==> config.mk <==
export PLATFORM = sky130hd
export DESIGN_NAME = sync_fifo_param
export DESIGN_NICKNAME = d
export VERILOG_FILES = /design/src/rtl/sync_fifo_param.sv
export SDC_FILE = /design/constraint.sdc
export NUM_CORES = 1
export LEC_CHECK = 0
export CORE_UTILIZATION = 50
export CTS_CLUSTER_SIZE = 8
export DETAILED_ROUTE_END_ITERATION = 7
export GPL_ROUTABILITY_DRIVEN = 0
export PLACE_DENSITY = 0.72
export SYNTH_ARGS = -nofsm -noshare
export SYNTH_HDL_FRONTEND = slang
export SYNTH_SLANG_ARGS = --single-unit
==> constraint.sdc <==
create_clock -name clk -period 7.3 [get_ports clk]
set_input_delay 1.46 -clock clk [delete_from_list [all_inputs] [get_ports clk]]
set_output_delay 1.46 -clock clk [all_outputs]
set_load 0.02 [all_outputs]
==> src/rtl/sync_fifo_param.sv <==
// sync_fifo_param: single-clock FIFO with wrap-bit pointers, level flags, sticky error flags and optional first-word-fall-through
module sync_fifo_param #(
    parameter int DATA_W   = 8,
    parameter int ADDR_W   = 3,
    parameter int AF_LEVEL = (1 << ADDR_W) - 2,
    parameter int AE_LEVEL = 1,
    parameter bit FWFT     = 0
) (
    input  logic              clk,
    input  logic              rst,
    input  logic              wr_en,
    input  logic [DATA_W-1:0] data_in,
    input  logic              r_en,
    output logic [DATA_W-1:0] data_out,
    output logic              full,
    output logic              empty,
    output logic              almost_full,
    output logic              almost_empty,
    output logic [ADDR_W:0]   count,
    output logic              overflow,
    output logic              underflow
);
    localparam int DEPTH = 1 << ADDR_W;
    logic [DATA_W-1:0] mem [DEPTH];
    logic [ADDR_W:0]   wr_ptr, rd_ptr;
    logic [DATA_W-1:0] dout_q;
    logic              wr_ok, rd_ok;
    assign full         = (wr_ptr[ADDR_W-1:0] == rd_ptr[ADDR_W-1:0]) && (wr_ptr[ADDR_W] != rd_ptr[ADDR_W]);
    assign empty        = wr_ptr == rd_ptr;
    assign count        = wr_ptr - rd_ptr;
    assign almost_full  = count >= (ADDR_W+1)'(AF_LEVEL);
    assign almost_empty = count <= (ADDR_W+1)'(AE_LEVEL);
    assign wr_ok        = wr_en && !full;
    assign rd_ok        = r_en && !empty;
    // FWFT shows the live head word; the register keeps the last consumed word for when the FIFO drains
    assign data_out     = (FWFT && !empty) ? mem[rd_ptr[ADDR_W-1:0]] : dout_q;
    always_ff @(posedge clk) begin
        if (wr_ok && !rst) mem[wr_ptr[ADDR_W-1:0]] <= data_in;
    end
    always_ff @(posedge clk) begin
        if (rst) begin
            wr_ptr    <= '0;
            rd_ptr    <= '0;
            dout_q    <= '0;
            overflow  <= 1'b0;
            underflow <= 1'b0;
        end else begin
            if (wr_ok) wr_ptr <= wr_ptr + 1'b1;
            if (rd_ok) begin
                rd_ptr <= rd_ptr + 1'b1;
                dout_q <= mem[rd_ptr[ADDR_W-1:0]];
            end
            if (wr_en && full) overflow <= 1'b1;
            if (r_en && empty) underflow <= 1'b1;
        end
    end
endmodule

# [Word level (Yosys, flattened, before mapping)]
# Memories as Yosys holds them, arrays and structs flattened. A register that Yosys moved wholly into a read port is not among the register bits.
# Index checks and enable logic that the tools add are counted.
[op_classes] addsub=3 magnitude_cmp=2 n_reduce_logical=9 n_mux=2 n_eq_ne=3
[op_table] cell="adder 4 x 1 -> 4 bit, second input constant" count=2
[op_table] cell="logical AND 1 bit" count=6
[op_table] cell="equality test 4 bit" count=1
[op_table] cell="greater-or-equal comparator 4 x 3 -> 1 bit, second input constant" count=1
[op_table] cell="less-or-equal comparator 4 x 1 -> 1 bit, second input constant" count=1
[op_table] cell="subtractor 4 bit" count=1
[op_table] cell="equality test 3 bit" count=1
[op_table] cell="zero test 1 bit" count=3
[op_table] cell="two-way mux 1 bit" count=2
[op_table] cell="inequality test 1 bit" count=1
[totals] in_bits=12 elab_cells=24 regBits=10 mem_bits_rw=64 n_memories=1
[memory_table] memory="mem" words=8 word_bits=8 rd=1 rd_ports_with_merged_regs=1 write_ports=1 line_no="24" text="logic [DATA_W-1:0] mem [DEPTH];"

# [Logic depth before layout (Yosys ltp)]
[depth] ltp_word=7 mapped_depth=10 depth_no_buf=6

# [Least setup slack after synthesis]
# Ideal clock, no wire load.
[synth_timing] kind="register to output" startpoint="register rd_ptr[1]" endpoint="output almost_full" path_buffers=3 path_stages_with_launch=10 setup_slack_ps=3779 required_time_ps=5840 t_arrival_ps=2061 path_cell_list="dfxtp_1 -> buf_6 -> buf_8 -> buf_6 -> inv_1 -> ha_1 -> nor2b_1 -> o21ai_0 -> a21oi_1 -> o21ai_0"
[synth_between] elab_chain_len=2
[synth_lines] item="start: declaration" line_no="25" text="logic [ADDR_W:0] wr_ptr, rd_ptr;"
[synth_lines] item="start signal: assignment" line_no="50" text="rd_ptr <= rd_ptr + 1'b1;"
[synth_lines] item="subtractor 4 bit" line_no="30" text="assign count = wr_ptr - rd_ptr;"
[synth_lines] item="greater-or-equal comparator 4 x 3 -> 1 bit" line_no="31" text="assign almost_full = count >= (ADDR_W+1)'(AF_LEVEL);"
[synth_lines] item="end: declaration" line_no="17" text="output logic almost_full,"
# No other way between the ends.

# [Worst setup path after layout]
[layout_timing] startpoint="register rd_ptr[2]" endpoint="output full"
[layout_between] elab_chain_len=2
[layout_lines] item="equality test 3 bit" line_no="28" text="assign full = (wr_ptr[ADDR_W-1:0] == rd_ptr[ADDR_W-1:0]) && (wr_ptr[ADDR_W] != rd_ptr[ADDR_W]);"
[layout_lines] item="logical AND 1 bit" line_no="28"
[layout_lines] item="end: declaration" line_no="15" text="output logic full,"
# No other way between the ends.

==> summary.txt <==
Drt
  • Vias: between 1500 and 2000
  • Post-Route WL: 5970 microns
  • First-pass iteration count of the detailed router: 6
  • Drt wl/cell: approximately 18 microns
  • Iteration-0 DRC Markers: ~130
  • Post-route ant nets: 0
  • # DRC: 4
  • Vias/cell: roughly 5.5

Global route
  • Global-route wire length before repair: between 9000 and 10000 microns
  • Number of global-route vias before repair: between 1500 and 2000
  • Total GRT Usage: 18.7%
  • Largest net degree at the start of global routing: 29
  • Total gr overflow: 0
  • Initial antenna violation count: 0

Synthesis
  • Mapped Area: roughly 0.0034 sq mm
  • Async set-or-reset flop fraction in the synthesized netlist: 0%
  • YS warnings: 0
  • Syn avg cell area: between 15 and 20 sq um
  • Number of enable flip-flop cells after synthesis: 64
  • Cell count after synthesis: ~220
  • #FFs+latches synth: just over 80
  • Yosys cell types: 37
  • Syn Nets: about 240
  • Register area share after synthesis: about two thirds
  • Primary FF master, synth: edfxtp_1

Worst setup path
  • Worst Setup EP: full
  • Critical path arrival: between 2 and 3 ns
  • Crit path capture type: primary output
  • CP Class: flop to primary output
  • Reg2Reg Capture Point: mem[1][5]
  • Worst path required time: 5.84 ns
  • Crit path cell chain: inv_1 -> ha_1 -> nand3_1 -> nor2_1 -> clkdlybuf4s50_1
  • Reg2reg setup slack: 4.29 ns
  • Worst stage delay on the critical path: approximately 0.67 ns
  • Crit path max fanout: 12
  • R2R Path Start: rd_ptr[2]
  • Crit path from: rd_ptr[2]
  • Worst r2r path cells: 6
  • Critical-path top delay cell: dfxtp_1
  • Setup crit start kind: flop

Cells and area
  • Share of post-route cells with drive strength above 1: 11.2%
  • Final Net Count: 273
  • Multi-input gate area: about 990 sq um
  • Antenna diodes: 0
  • Area delta synth->final: 16.3%
  • Sequential cell area: 0.00228 sq mm
  • Layout Cells excl Fill: 337
  • Fill count: about 480

CTS
  • TritonCTS clock tree: yes
  • Post-CTS Hold Fix Bufs: 0
  • Root Buffer: clkbuf_8
  • H-tree depth: 3
  • CTS clk-pin slew, worst paths: around 0.070 ns
  • Clock Latency Late Sink: 0.34 ns
  • Post-cts sizing count: 0
  • # clock sinks: about 80
  • Inserted Clock Buffers: 9
  • Post-CTS Setup Repair Bufs: 0
  • Max Root-Sink Buffers: 2

Floorplan
  • Number of I/O pins: 30
  • Core area: 0.00642 sq mm
  • Die W: 84.1 microns
  • Die Y: 84.1 microns
  • Initial Utilization: a little over half
  • Num rows: 29
  • Die Area: a little over 0.007 sq mm

STA
  • Final Cycle Share: 56.4%
  • Worst-margin pin slew: between 1 and 1.5 ns
  • Max_slew headroom: between 30% and 40%
  • Count of final hold-check violations: 0
  • Setup violators final: 0
  • Clock skew: 0.00984 ns
  • Fin crit period: about 4.1 ns
  • Max Freq: ~0.24 GHz
  • Max-slew violations: 0
  • Setup_tns: 0 ns
  • RSZ-0062 raised after global routing: no

Place
  • Number of port buffers: 29
  • DP Cell Count: 321
  • DP HPWL: roughly 3900 microns

Run
  • Max-cap violations: 0

Outcome
  • Status: finished, violations left
  • Failing checks: DRC

Power and ir drop
  • Pwr dens: ~270 mW/mm^2
  • Peak VDD IR: 144 uV
  • Pleak: 1.28 nW

Worst hold path
  • Min-delay worst type: flop to flop
## synth_stat cells, drive strengths merged (2+ instances only)
library cell / count / share of area [%]
o211ai: 3 / 0.67
mux2i: 17 / 5.0
nor4: 2 / 0.37
nor3: 10 / 1.5
xor2: 4 / 1.3
and3: 2 / 0.37
edfxtp: 64 / 57
mux4: 8 / 5.7
ha: 5 / 1.9
inv: 7 / 0.78
nand2b: 3 / 0.78
a21oi: 5 / 0.74
buf: 6 / 1.7
a211oi: 8 / 1.8
nor2: 25 / 2.9
xnor2: 4 / 1.0
o21a: 2 / 0.45
or2: 2 / 0.45
o21ai: 5 / 0.97
o22ai: 8 / 1.5
clkbuf: 5 / 0.56
nand2: 5 / 0.56
dfxtp: 18 / 11
## stage by stage
| stage | util [%] | power, mW | hold WS (ns) | cell area, sq um | setup WS (ns) |
|---|---|---|---|---|---|
| finish | 61.1 | 1.06 | 0.469 | 3920 | 3.18 |
| global route | 61.1 | 1.11 | 0.504 | 3920 | 2.99 |
| CTS | 61.1 | 1.07 | 0.476 | 3920 | 3.13 |
| detailed placement | 57.8 | 0.732 | 0.458 | 3710 | 3.39 |
| global placement | 57.8 | 0.728 | 0.450 | 3710 | 3.45 |
| floorplan | - | 0.659 | 0.463 | 3370 | 3.78 |
## per-layer routing
layer  share of wire (%)  GRT usage [%]
met1                  44           24.8
met2                  49           28.9
met5                   0              0
met3                 6.4           5.14
met4                0.69           8.62
## cell usage in the layout, fill, tap and decap left out, types with 2 or more instances in the layout
| master | count |
|---|---|
| o21ai_0 | 3 |
| mux4_2 | 5 |
| nand2b_1 | 2 |
| o211ai_1 | 3 |
| buf_4 | 3 |
| mux4_1 | 3 |
| a21oi_1 | 5 |
| o21a_1 | 2 |
| o21ai_2 | 2 |
| and3_1 | 2 |
| mux2i_1 | 17 |
| xor2_1 | 3 |
| bufinv_16 | 2 |
| nor2_1 | 24 |
| ha_1 | 5 |
| dfxtp_1 | 18 |
| a211oi_1 | 8 |
| nor3_1 | 10 |
| clkbuf_8 | 9 |
| nand2_1 | 5 |
| clkdlybuf4s50_1 | 29 |
| clkbuf_1 | 3 |
| inv_1 | 7 |
| edfxtp_1 | 64 |
| o22ai_1 | 8 |
| xnor2_1 | 4 |
## power by group
part | internal, mW | switching, mW
logic | 0.0845 | 0.104
clock network | 0.194 | 0.150
registers | 0.519 | 0.0137
## worst max-delay path: cells and delay by family (launching register included)
family | cells | cell delay, ns
DFF | 1 | 0.67
and+or+nand+nor | 2 | 0.52
adders and majority gates | 1 | 0.36
buffers and inverters | 2 | 0.78
## cell families (layout without fill, tap and decap cells)
kind of cell               after synthesis  in the layout  synth area share, %
xor gates and xnor gates                 8              8                 2.30
adders and majority gates                6              6                 2.45
AOI/OAI and AO/OA                       31             31                 6.09
and+or+nand+nor                         53             53                 7.68
muxes                                   25             25                 10.7
DFF                                     82             82                 67.7
buffers and inverters                   18             55                 3.04
## layout make-up
| class | count | area share, % |
|---|---|---|
| Sequential cell | 82 | 58.2 |
| Multi-Input combinational cell | 123 | 25.3 |
| Timing Repair Buffer | 32 | 7.98 |
| Clock buffer | 12 | 3.45 |
| Tap cell | 77 | 2.46 |
| Clock inverter | 4 | 1.95 |
| Inverter | 7 | 0.670 |
## registers in the layout, indices dropped and copies added (netlist names)
name	flops
mem	64
rd_ptr	4
data_out	8
wr_ptr	4
overflow	1
underflow	1
## worst min path at each step
| stage | endpoint | cells past startpoint | startpoint |
|---|---|---|---|
| after global routing | underflow | 2 | underflow |
| after global placement | overflow | 2 | overflow |
| final | underflow | 2 | underflow |
| after floorplan | wr_ptr[0] | 2 | wr_ptr[0] |
| after CTS | underflow | 2 | underflow |
| after detailed placement | underflow | 2 | underflow |
Power figures use the tool's default switching activity.
